### config.mk
export PLATFORM = sky130hd
export DESIGN_NAME = prog_mem_dump_flat
export DESIGN_NICKNAME = d
export VERILOG_FILES = /design/src/rtl/prog_mem_dump_pkg.sv /design/src/rtl/prog_mem_dump_if.sv /design/src/rtl/prog_mem_dump.sv /design/src/flat_wrapper.sv
export SDC_FILE = /design/constraint.sdc
export NUM_CORES = 1
export LEC_CHECK = 0
export CORE_AREA = 2 2 71 73
export DETAILED_ROUTE_END_ITERATION = 7
export DIE_AREA = 0 0 73 75
export PLACE_DENSITY = 0.78
export REMOVE_ABC_BUFFERS = 1
export SLEW_MARGIN = 10
export SYNTH_ARGS = -nofsm -noshare
export SYNTH_HDL_FRONTEND = slang
export SYNTH_SLANG_ARGS = --single-unit
export TNS_END_PERCENT = 5
### constraint.sdc
create_clock -name clk -period 2.1 [get_ports clk]
set_clock_uncertainty 0.05 [all_clocks]
set_input_delay 0.525 -clock clk [delete_from_list [all_inputs] [get_ports clk]]
set_output_delay 0.525 -clock clk [all_outputs]
set_load 0.03 [all_outputs]
### src/rtl/prog_mem_dump_pkg.sv
// Shared definitions for the accumulator core and its program-memory readback engine.
// Holds the dump FSM encoding plus the default address width and frame sync byte.
package tt_sky_pkg;

  localparam int         ADDR_W_DEF    = 7;
  localparam logic [7:0] SYNC_BYTE_DEF = 8'hA5;

  typedef enum logic [2:0] {
    IDLE = 3'd0,
    SYNC = 3'd1,
    LEN  = 3'd2,
    RD   = 3'd3,
    CAP  = 3'd4,
    DATA = 3'd5,
    CSUM = 3'd6
  } dump_state_t;

endpackage

### src/rtl/prog_mem_dump_if.sv
// Memory read port plus framed byte stream used by prog_mem_dump.
// The master side is the dump engine; the slave side is memory and stream sink.
interface prog_mem_dump_if
  import tt_sky_pkg::*;
#(
  parameter int ADDR_W = ADDR_W_DEF
);

  logic              mem_rd_en;
  logic [ADDR_W-1:0] mem_addr;
  logic [7:0]        mem_rdata;

  logic              out_valid;
  logic              out_ready;
  logic [7:0]        out_data;
  logic              out_last;

  modport master (
    output mem_rd_en,
    output mem_addr,
    input  mem_rdata,
    output out_valid,
    input  out_ready,
    output out_data,
    output out_last
  );

  modport slave (
    input  mem_rd_en,
    input  mem_addr,
    output mem_rdata,
    input  out_valid,
    output out_ready,
    input  out_data,
    input  out_last
  );

endinterface

### src/rtl/prog_mem_dump.sv
// Program-memory readback: streams SYNC, LEN, data bytes from a synchronous-read memory.
// Define PROG_MEM_DUMP_CSUM_EN to append an XOR checksum byte to every frame.
module prog_mem_dump
  import tt_sky_pkg::*;
#(
  parameter int         ADDR_W    = ADDR_W_DEF,
  parameter logic [7:0] SYNC_BYTE = SYNC_BYTE_DEF
) (
  input  logic              clk,
  input  logic              rst_n,
  input  logic              start,
  input  logic [ADDR_W-1:0] start_addr,
  input  logic [7:0]        length,
  output logic              busy,
  output logic              done,
  prog_mem_dump_if.master   bus
);

`ifdef PROG_MEM_DUMP_CSUM_EN
  localparam bit CSUM_EN = 1'b1;
`else
  localparam bit CSUM_EN = 1'b0;
`endif

  dump_state_t       state;
  logic [ADDR_W-1:0] addr;
  logic [7:0]        count;
`ifdef PROG_MEM_DUMP_CSUM_EN
  logic [7:0]        csum;
`endif

  logic hs;
  assign hs = bus.out_valid && bus.out_ready;

  // Each data byte costs RD (issue read), CAP (memory latency), DATA (handshake).
  always_ff @(posedge clk or negedge rst_n) begin
    if (!rst_n) begin
      state         <= IDLE;
      addr          <= '0;
      count         <= '0;
      busy          <= 1'b0;
      done          <= 1'b0;
      bus.mem_rd_en <= 1'b0;
      bus.mem_addr  <= '0;
      bus.out_valid <= 1'b0;
      bus.out_data  <= '0;
      bus.out_last  <= 1'b0;
`ifdef PROG_MEM_DUMP_CSUM_EN
      csum          <= '0;
`endif
    end else begin
      done          <= 1'b0;
      bus.mem_rd_en <= 1'b0;
      unique case (state)
        IDLE: begin
          if (start) begin
            addr          <= start_addr;
            count         <= length;
`ifdef PROG_MEM_DUMP_CSUM_EN
            csum          <= '0;
`endif
            busy          <= 1'b1;
            bus.out_valid <= 1'b1;
            bus.out_data  <= SYNC_BYTE;
            bus.out_last  <= 1'b0;
            state         <= SYNC;
          end
        end

        SYNC: begin
          if (hs) begin
            bus.out_data <= count;
            bus.out_last <= (count == 8'd0) && !CSUM_EN;
            state        <= LEN;
          end
        end

        // LEN and DATA leave identically: fetch another byte or close the frame.
        LEN, DATA: begin
          if (hs) begin
            if (count != 8'd0) begin
              bus.out_valid <= 1'b0;
              bus.out_last  <= 1'b0;
              bus.mem_rd_en <= 1'b1;
              bus.mem_addr  <= addr;
              state         <= RD;
            end else begin
`ifdef PROG_MEM_DUMP_CSUM_EN
              bus.out_data  <= csum;
              bus.out_last  <= 1'b1;
              state         <= CSUM;
`else
              bus.out_valid <= 1'b0;
              bus.out_last  <= 1'b0;
              busy          <= 1'b0;
              done          <= 1'b1;
              state         <= IDLE;
`endif
            end
          end
        end

        RD: begin
          state <= CAP;
        end

        CAP: begin
          bus.out_data  <= bus.mem_rdata;
`ifdef PROG_MEM_DUMP_CSUM_EN
          csum          <= csum ^ bus.mem_rdata;
`endif
          addr          <= addr + 1'b1;
          count         <= count - 1'b1;
          bus.out_valid <= 1'b1;
          bus.out_last  <= (count == 8'd1) && !CSUM_EN;
          state         <= DATA;
        end

`ifdef PROG_MEM_DUMP_CSUM_EN
        CSUM: begin
          if (hs) begin
            bus.out_valid <= 1'b0;
            bus.out_last  <= 1'b0;
            busy          <= 1'b0;
            done          <= 1'b1;
            state         <= IDLE;
          end
        end
`endif

        default: begin
          state <= IDLE;
        end
      endcase
    end
  end

endmodule

### src/flat_wrapper.sv
// flat-port wrapper written by rule: the top's interface ports become plain ports
module prog_mem_dump_flat import tt_sky_pkg::*;
#(
  parameter int         ADDR_W    = ADDR_W_DEF,
  parameter logic [7:0] SYNC_BYTE = SYNC_BYTE_DEF
)
  (clk, rst_n, start, start_addr, length, busy, done, bus_mem_rd_en, bus_mem_addr, bus_mem_rdata, bus_out_valid, bus_out_ready, bus_out_data, bus_out_last);
  prog_mem_dump_if #(.ADDR_W(ADDR_W)) bus_i ();
  input  logic clk;
  input  logic rst_n;
  input  logic start;
  input  logic [ADDR_W-1:0] start_addr;
  input  logic [7:0] length;
  output logic busy;
  output logic done;
  output wire logic [$bits(bus_i.mem_rd_en)-1:0] bus_mem_rd_en;
  output wire logic [$bits(bus_i.mem_addr)-1:0] bus_mem_addr;
  input wire logic [$bits(bus_i.mem_rdata)-1:0] bus_mem_rdata;
  output wire logic [$bits(bus_i.out_valid)-1:0] bus_out_valid;
  input wire logic [$bits(bus_i.out_ready)-1:0] bus_out_ready;
  output wire logic [$bits(bus_i.out_data)-1:0] bus_out_data;
  output wire logic [$bits(bus_i.out_last)-1:0] bus_out_last;
  assign bus_mem_rd_en = bus_i.mem_rd_en;
  assign bus_mem_addr = bus_i.mem_addr;
  assign bus_i.mem_rdata = bus_mem_rdata;
  assign bus_out_valid = bus_i.out_valid;
  assign bus_i.out_ready = bus_out_ready;
  assign bus_out_data = bus_i.out_data;
  assign bus_out_last = bus_i.out_last;
  prog_mem_dump #(.ADDR_W(ADDR_W), .SYNC_BYTE(SYNC_BYTE)) u_core (.clk(clk), .rst_n(rst_n), .start(start), .start_addr(start_addr), .length(length), .busy(busy), .done(done), .bus(bus_i));
endmodule
==> flow_metrics.env <==
export IMPL_ys_async_sr_fraction=1.00
export IMPL_power_density_nw_per_um2=511
export IMPL_post_cts_resized=0
export IMPL_hold_class="input port to asynchronous set/reset pin"
export IMPL_slowest_stage="clkdlybuf4s50_1"
export IMPL_clockPowerShare=0.380
export IMPL_utilization=0.582
export IMPL_crit_buf_inv=1
export IMPL_drc_errors=0
export IMPL_syn_cell_area_um2=2050
export IMPL_antenna_found_initial=0
export IMPL_rsz0062_at_grt="false"
export IMPL_wl_um=4840
export IMPL_vias=1857
export IMPL_reg2reg_slack_ns=0.27
export IMPL_synth_seq_cells=38
export IMPL_fin_nets=296
export IMPL_ys_warnings_count=0
export IMPL_grt_util_all_layers=0.192
export IMPL_postSynthCellCount=214
export IMPL_chipWidth_um=73
export IMPL_n_antenna_cell=0
export IMPL_rr_startpoint="u_core.count[0]$_DFFE_PN0P_"
export IMPL_path_delay_family="buffers and inverters"
export IMPL_grt_start_max_net_pins=39
export IMPL_synth_top_cell_by_area="dfrtp_1"
export IMPL_hold_viol_final=0
export IMPL_synthFlopType="dfrtp_1"
export IMPL_final_min_clock_period_ns=1.99
export IMPL_fp_dieArea_um2=5480
export IMPL_core_um2=4660
export IMPL_cts_hold_buffers=0
export IMPL_clkTransAtPathRegs_ns=0.08
export IMPL_cp_start_kind="flop"
export IMPL_synth_edf_count=0
export IMPL_detail_route_vias_per_cell=5.79
export IMPL_synth_top_area_share=0.465
export IMPL_tightest_slew_ns=0.415
export IMPL_globalplace_congestion=0.811
export IMPL_area_delta_synth_final_pct=32.5
export IMPL_first_pass_iters=4
export IMPL_initial_core_util=0.439
export IMPL_drv_slew=0
export IMPL_postCtsSetupRepairBufs=0
export IMPL_cp_max_fo=6
export IMPL_switching_share=0.228
export IMPL_max_stage_delay_ns=0.70
export IMPL_cts_htree_levels=2
export IMPL_drv_cap=0
export IMPL_drt_antenna_violating_nets=0
export IMPL_fin_total_pwr_w=0.00139
export IMPL_r2r_cells=6
export IMPL_p_seq_frac=0.536
export IMPL_crit_arrival_ns=1.41
export IMPL_cts_buffers=5
export IMPL_die_h_um=75
export IMPL_irDropWorstVdd_mv=0.231
export IMPL_intPower_w=0.00107
export IMPL_synthTopCellsByArea="dfrtp_1, a21oi_1, mux2_2, o21ai_0, nand2_1"
export IMPL_min_period_over_period=0.946
export IMPL_holdWs_ns=0.134
export IMPL_grt_overflow_total=0
export IMPL_setup_viol=0
export IMPL_io_buffers=46
export IMPL_cts_tree="done"
export IMPL_max_slew_margin_rel=0.723
export IMPL_max_freq_mhz=504
export IMPL_wire_per_inst_um=15.1
export IMPL_grt_pass1_vias=1717
export IMPL_fin_setup_tns_ns=0
export IMPL_ios=47
export IMPL_syn_avg_cell_area_um2=9.56
export IMPL_cts_buffer_depth=2
export IMPL_dp_hpwl_um=3420
export IMPL_worstSetupEndpointType="output port"
export IMPL_clock_latency_ns=0.29
export IMPL_critPathKind="flop to output port"
export IMPL_worstPathRequired_ns=1.52
export IMPL_clock_sinks=38
export IMPL_drt_iter0_markers=178
export IMPL_yosysSeqAreaShare=0.465
export IMPL_ctsRootBufferMaster="clkbuf_8"
export IMPL_leakage_nw=1.16
export IMPL_crit_chain="clkdlybuf4s50_1"
export IMPL_combPwrFrac=0.084
export IMPL_drive_gt1_frac=0.146
export IMPL_rows=25
export IMPL_r2r_end="u_core.count[6]$_DFFE_PN0P_"
export IMPL_grt_pass1_wl_um=8110
export IMPL_ys_types=46
export IMPL_status="finished, final reports clean"
export IMPL_p_switching_w=0.000316
[cell families after synthesis]
group | share of synthesized area
mux | 0.0385
buf+inv | 0.0440
simple gates | 0.180
compound gates | 0.254
fa+ha+maj | 0.0184
flops | 0.465
[metal layers]
layer / vias up / track usage / routed length (um)
met2: 69 / 0.311 / 2250
met1: 880 / 0.256 / 2200
met5: - / 0 / 0
met3: 7 / 0.0402 / 325
met4: 0 / 0.0700 / 63
li1: 901 / - / -
[synth_stat cells, types with 2 or more instances]
cell type,n
a211oi_1,7
a21oi_1,26
a21oi_2,2
a22oi_1,5
a2bb2oi_1,3
a31oi_1,6
buf_2,8
buf_4,2
clkbuf_1,3
dfrtp_1,38
ha_1,3
inv_1,5
mux2_2,7
nand2_1,17
nand2b_1,3
nand3_1,8
nor2_1,16
nor2b_1,2
o211ai_1,2
o21ai_0,15
o22ai_1,9
o2bb2ai_1,2
or3_4,2
[flip-flops by register name (all words and copies together) (netlist names)]
register	flops
u_core.bus.out_last	1
u_core.bus.out_valid	1
u_core.bus.mem_rd_en	1
u_core.done	1
u_core.count	8
u_core.busy	1
u_core.state	3
u_core.bus.out_data	8
u_core.addr	7
u_core.bus.mem_addr	7
[stage by stage]
stage	instances	cell area, um2	worst slack, ns
3_5_place_dp	313	2620	0.0208
5_1_grt	321	2710	0.0649
2_1_floorplan	200	1970	0.116
6_report	321	2710	0.114
4_1_cts	321	2710	0.104
3_3_place_gp	313	2620	0.0602
[layout make-up]
type | count | area, um2
fill | 407 | 1950
sequential | 38 | 951
inverter | 5 | 18.8
multi-input combinational | 157 | 1000
clock inverter | 1 | 5.00
clock buffer | 7 | 86.3
tap | 54 | 67.6
timing repair buffer | 59 | 578
[power groups by stage]
stage               Combinational [W]  Clock (W)  Sequential (W)
floorplan                   0.0000121          0        0.000774
global placement             0.000118          0        0.000757
detailed placement           0.000118          0        0.000757
CTS                          0.000119   0.000533        0.000743
global route                 0.000125   0.000561        0.000743
finish                       0.000117   0.000527        0.000743
[cell usage in the layout, fill, tap and decap left out, drive strengths merged, types with 5 or more instances in the layout]
| master | netlist | routed |
|---|---|---|
| a211oi | 7 | 7 |
| a21oi | 28 | 28 |
| a22oi | 5 | 5 |
| a31oi | 6 | 6 |
| buf | 10 | 14 |
| clkbuf | 4 | 7 |
| clkdlybuf4s50 | 0 | 45 |
| dfrtp | 38 | 38 |
| inv | 5 | 5 |
| mux2 | 7 | 7 |
| nand2 | 17 | 17 |
| nand3 | 8 | 8 |
| nor2 | 17 | 17 |
| o21ai | 16 | 16 |
| o22ai | 9 | 9 |
[how the worst max path moves through the flow]
stage | start | end | slack (ns) | depth (start not counted)
3_5_place_dp | bus_out_ready | u_core.bus.mem_addr[5]$_DFFE_PN0P_ | 0.02 | 5
5_1_grt | u_core.bus.out_valid$_DFFE_PN0P_ | bus_out_valid | 0.06 | 1
6_report | u_core.bus.out_valid$_DFFE_PN0P_ | bus_out_valid | 0.11 | 1
3_3_place_gp | bus_out_ready | u_core.bus.mem_addr[6]$_DFFE_PN0P_ | 0.06 | 5
2_1_floorplan | u_core.state[2]$_DFFE_PN0P_ | u_core.bus.out_last$_DFFE_PN0P_ | 0.12 | 4
4_1_cts | u_core.bus.out_valid$_DFFE_PN0P_ | bus_out_valid | 0.10 | 1
Note: power is estimated with default switching activity, not from simulation.
